**config.mk**
```make
export PLATFORM = sky130hd
export DESIGN_NAME = rom_fetch
export DESIGN_NICKNAME = d
export VERILOG_FILES = /design/src/rtl/rom_fetch.sv
export SDC_FILE = /design/constraint.sdc
export NUM_CORES = 1
export LEC_CHECK = 0
export ABC_AREA = 1
export BUFFER_PORTS_ARGS = -buffer_cell sky130_fd_sc_hd__buf_2
export CAP_MARGIN = 15
export CORE_MARGIN = 2
export CORE_UTILIZATION = 45
export DETAILED_ROUTE_END_ITERATION = 10
export HOLD_SLACK_MARGIN = 0.03
export PLACE_DENSITY = 0.71
export REMOVE_ABC_BUFFERS = 1
export SETUP_SLACK_MARGIN = 0.05
export SLEW_MARGIN = 20
export SYNTH_ARGS = -nofsm -noshare
export SYNTH_HDL_FRONTEND = slang
export SYNTH_SLANG_ARGS = --single-unit
```
**constraint.sdc**
```tcl
create_clock -name clk -period 2.1 [get_ports clk]
set_clock_uncertainty 0.15 [all_clocks]
set_input_delay 0.63 -clock clk [delete_from_list [all_inputs] [get_ports clk]]
set_output_delay 0.63 -clock clk [all_outputs]
set_load 0.01 [all_outputs]
```
**src/rtl/rom_fetch.sv**
```systemverilog
// rom_fetch: instruction fetch front-end between decode and the boot ROM.
// Issues word addresses to a ROM with one cycle of read latency, captures
// returned words into a small prefetch FIFO, and presents {pc, instruction}
// to decode over a valid/ready handshake. A redirect flushes everything
// buffered or in flight and restarts fetch at the new PC.
module rom_fetch #(
    parameter logic [31:0] RESET_PC = 32'h0000_0000,
    parameter int          ADDR_W   = 10,
    parameter int          DEPTH    = 2
) (
    input  logic              clk,
    input  logic              rst_n,
    input  logic              fetch_en,
    output logic [ADDR_W-1:0] rom_addr,
    input  logic [31:0]       rom_data,
    input  logic              redirect_valid,
    input  logic [31:0]       redirect_pc,
    output logic              inst_valid,
    input  logic              inst_ready,
    output logic [31:0]       inst_data,
    output logic [31:0]       inst_pc
);

    localparam int PTR_W = (DEPTH > 1) ? $clog2(DEPTH) : 1;
    localparam int CNT_W = PTR_W + 1;
    // One extra bit so that occupancy + reservation never overflows.
    localparam int OCC_W = CNT_W + 1;
    localparam logic [OCC_W-1:0] DEPTH_V = OCC_W'(DEPTH);

    // Fetch sequencing state.
    logic [31:0]      fetch_pc_r;
    logic             inflight_r;
    logic [31:0]      inflight_pc_r;

    // Prefetch FIFO storage and bookkeeping; each entry is {pc, instruction}.
    logic [63:0]      mem_r [DEPTH];
    logic [PTR_W-1:0] rd_ptr_r;
    logic [PTR_W-1:0] wr_ptr_r;
    logic [CNT_W-1:0] count_r;

    // Combinational control.
    logic             pop_s;
    logic             push_s;
    logic             room_s;
    logic             issue_s;
    logic [31:0]      redirect_base_s;
    logic [OCC_W-1:0] occupancy_s;
    logic [OCC_W-1:0] limit_s;
    logic             unused_s;

    // Handshake, issue decision and ROM address selection.
    always_comb begin
        inst_valid      = (count_r != {CNT_W{1'b0}});
        pop_s           = inst_valid & inst_ready;
        // Redirect target with the byte-offset bits dropped.
        redirect_base_s = {redirect_pc[31:2], 2'b00};
        // Slots already committed: buffered words plus the word still coming
        // back from the ROM. A pop this cycle frees one slot in advance.
        occupancy_s     = OCC_W'(count_r) + OCC_W'(inflight_r);
        limit_s         = DEPTH_V + OCC_W'(pop_s);
        room_s          = (occupancy_s < limit_s);
        issue_s         = fetch_en & room_s;
        // In-flight data is discarded when a redirect lands in the same cycle.
        push_s          = inflight_r & ~redirect_valid;
        rom_addr        = redirect_valid ? {redirect_pc[ADDR_W-1:2], 2'b00}
                                         : {fetch_pc_r[ADDR_W-1:2], 2'b00};
        unused_s        = ^redirect_pc[1:0];
    end

    // Head of the FIFO drives decode straight from storage registers.
    always_comb begin
        inst_data = mem_r[rd_ptr_r][31:0];
        inst_pc   = mem_r[rd_ptr_r][63:32];
    end

    // Fetch PC, in-flight tracking and FIFO pointers/count; redirect wins.
    always_ff @(posedge clk or negedge rst_n) begin
        if (!rst_n) begin
            fetch_pc_r    <= RESET_PC;
            inflight_r    <= 1'b0;
            inflight_pc_r <= 32'h0000_0000;
            rd_ptr_r      <= {PTR_W{1'b0}};
            wr_ptr_r      <= {PTR_W{1'b0}};
            count_r       <= {CNT_W{1'b0}};
        end else if (redirect_valid) begin
            rd_ptr_r <= {PTR_W{1'b0}};
            wr_ptr_r <= {PTR_W{1'b0}};
            count_r  <= {CNT_W{1'b0}};
            if (fetch_en) begin
                inflight_r    <= 1'b1;
                inflight_pc_r <= redirect_base_s;
                fetch_pc_r    <= redirect_base_s + 32'd4;
            end else begin
                inflight_r <= 1'b0;
                fetch_pc_r <= redirect_base_s;
            end
        end else begin
            if (issue_s) begin
                inflight_r    <= 1'b1;
                inflight_pc_r <= fetch_pc_r;
                fetch_pc_r    <= fetch_pc_r + 32'd4;
            end else begin
                inflight_r <= 1'b0;
            end
            if (push_s) begin
                wr_ptr_r <= wr_ptr_r + PTR_W'(1'b1);
            end else begin
                wr_ptr_r <= wr_ptr_r;
            end
            if (pop_s) begin
                rd_ptr_r <= rd_ptr_r + PTR_W'(1'b1);
            end else begin
                rd_ptr_r <= rd_ptr_r;
            end
            count_r <= count_r + CNT_W'(push_s) - CNT_W'(pop_s);
        end
    end

    // FIFO storage: captures the ROM word together with the PC it was fetched for.
    always_ff @(posedge clk or negedge rst_n) begin
        if (!rst_n) begin
            for (int i = 0; i < DEPTH; i++) begin
                mem_r[i] <= 64'h0;
            end
        end else if (push_s) begin
            mem_r[wr_ptr_r] <= {inflight_pc_r, rom_data};
        end else begin
            mem_r[wr_ptr_r] <= mem_r[wr_ptr_r];
        end
    end

endmodule

```
==> metrics.cfg <==
[power_and_ir_drop]
irDropWorstVdd_v=0.0005475
power_mw=14.54
leakagePower_nw=6.451
power_density_nw_per_um2=1077

[clock_network]
clock_sinks=194
root_buffer=clkbuf_16
cts.htree.levels=4
cts_tree=yes
clk_path_buf_depth=2
numCtsBuffers=17
clock_latency_ns=0.43
clk_pin_slew_worst_paths_ns=0.08

[setup_path]
rrSetupSlack_ns=0.14
cpPeakStageDelay_ns=0.49
cp_slowest_cell=dfrtp_4
reg2reg_from=count_r[0]
critical_path.top_delay_family=flip-flops
critPathKind=register to output pin
path_cells=buf_12 -> clkbuf_16 -> o21ai_2 -> buf_2
critical_path_required_ns=1.32
critical_path_buf_inv_count=3
reg2reg_depth=8
r2r-end=fetch_pc_r[9]
startpoint_type=register
worstSetupEndpointType=output pin
worst-path-max-fanout=10
critPathArrivalTime_ns=1.57

[hold_path]
hp-class=input port to register
whs_path_depth=3
hp-start=rom_data[18]
min_to=mem_r[82]

[grt]
grt_max_degree=71
grt_util_all_layers_pct=22.78
grt-ovfl-total=0
grt_pass1_vias=9081
antenna_found_initial=0
grt_first_pass_wirelength_mm=44.58

[layout]
antennaDiodeCount=0
drive_above_1_share_pct=28.00
area_growth_pct=28.98
fin_area_um2=13500
final_net_count=1594

[floorplan]
die-area_um2=24500
initial_core_util_pct=46.10
dieHeight_um=156.5
core_um2=22710
io_pins=144
fp.dieW_um=156.5
row_count=55

[sta]
period_needed_ns=2.348
whs_ns=0.2689
hold_viol=0
fin_tns_setup_ns=-13.02
rsz0062_at_grt=yes
fmax_mhz=426.0
setup_viol=67
setup_slack_ns=-0.2476
final_max_slew_viol_count=0
fin_crit_sh_pct=111.8

[run]
max-cap-violations=0

[placed_design]
hpwl_mm=19.64
place_area_um2=11890
io_buffers=139
pre_cts_ws_ns=-0.09020
routabilityCongestion=0.9724

[yosys]
yosys.area.top_type=dfrtp_1
synth.distinct_cells=43
synth-seq-area-share_pct=46.37
syn_avg_cell_area_um2=8.004
yosys_warnings=0
synth_top_area_share_pct=46.37
synthTopCellsByArea=dfrtp_1 46%, nand2_1 13%, o21ai_0 7.1%
netlist_instances=1308
ys_seq_elements=194
synth_area_um2=10470

[drt]
viasPerCell=5.285
drc=0
ant_nets=0
postRouteWirelength_mm=31.30
drtPass1Iterations=5
drtIter0Drc=893
vias=9603
wl_per_cell_um=17.23

[run_status]
violations=setup timing
status=finished with violations

timing repair:
item / 4_1_cts / 5_1_grt
hold buffers: 1 / 0
pin swaps: 10 / 7
cloned: 0 / 14
resized for setup: 101 / 87
endpoints found under the hold margin: 32 / 0
setup endpoints to repair: 71 / 195
setup buffers: 13 / 15
per-layer routing:
| metal | share of wire (%) | GRT usage [%] |
|---|---|---|
| met1 | 44 | 29.34 |
| met2 | 48 | 39.17 |
| met3 | 6.5 | 4.043 |
| met4 | 2.2 | 6.990 |
| met5 | 0 | 0 |
placed cells by master, fill, tap and decap left out, drive strengths merged, types with 2 or more instances in the layout:
cell type / count
nand2: 382
buf: 238
dfrtp: 194
o21ai: 189
inv: 143
nor2: 127
nand3: 65
mux2: 62
clkbuf: 29
a21oi: 28
nand4: 12
xor2: 9
ha: 6
o211ai: 6
xnor2: 5
clkinv: 5
nand3b: 4
a31oi: 4
nor3: 4
o21bai: 3
clkinvlp: 3
o21a: 2
o221ai: 2
conb: 2
or2: 2
layout make-up:
| class | instances | area [um^2] |
|---|---|---|
| repair buffers | 250 | 2077 |
| multi-input cells | 918 | 5091 |
| clock buffers | 18 | 439.2 |
| fillers | 2022 | 9206 |
| clock inverters | 14 | 147.6 |
| inverters | 138 | 530.5 |
| well taps | 285 | 356.6 |
| flip-flops and latches | 194 | 4861 |
power breakdown:
| group | internal (mW) | switching (mW) |
|---|---|---|
| clock network | 1.71 | 1.55 |
| registers | 5.09 | 0.759 |
| logic | 2.39 | 3.04 |
| total | 9.19 | 5.35 |
tightest hold or removal path: cells and delay by family:
family | cells | cell delay, ns
buf+inv | 1 | 0.09
compound gates | 1 | 0.06
simple gates | 1 | 0.04
per-stage QoR:
stage | util, % | instances
after floorplan | - | 1250
after global placement | 52.37 | 1742
after detailed placement | 52.37 | 1742
after CTS | 56.23 | 1788
after global routing | 59.46 | 1817
final | 59.46 | 1817
flip-flops by register name, summed over array words and instances (netlist names):
| register | flops |
|---|---|
| inflight_r | 1 |
| wr_ptr_r | 1 |
| mem_r | 128 |
| fetch_pc_r | 30 |
| count_r | 2 |
| inflight_pc_r | 31 |
| rd_ptr_r | 1 |
cells by family (layout without fill, tap and decap cells):
family | Yosys count | after routing | synth area share, %
buf+inv | 197 | 420 | 7.984
other cells | 1 | 2 | 0.03582
simple gates | 597 | 597 | 24.51
fa+ha+maj | 6 | 6 | 0.7171
mux | 63 | 63 | 6.765
flops | 194 | 194 | 46.37
xor+xnor | 14 | 14 | 1.171
compound gates | 236 | 236 | 12.44
synthesized netlist by cell type (all sizes together):
cell type and instances:
buf 31, o31ai 1, nand4 12, o221ai 2
o211ai 6, o21a 2, o311ai 1, mux2 62
nand3b 4, nor2 127, o21bai 3, xnor2 5
ha 6, nand3 65, nor4 1, nand2 382
inv 138, mux2i 1, o21ai 189, dfrtp 194
a31oi 4, clkbuf 28, xor2 9, nor3 4
a21oi 28, or2 2, conb 1
worst max-delay path by stage:
stage,depth (start not counted),slack (ns),endpoint,start
final,4,-0.25,inst_pc[2],rd_ptr_r
after global routing,5,-0.28,inst_data[20],rd_ptr_r
after CTS,3,-0.23,inst_pc[14],rd_ptr_r
after detailed placement,4,-0.09,rom_addr[6],redirect_valid
after global placement,5,-0.09,rom_addr[9],redirect_valid
after floorplan,1,-1.14,inst_data[0],rd_ptr_r
(Power assumes the default switching activity.)
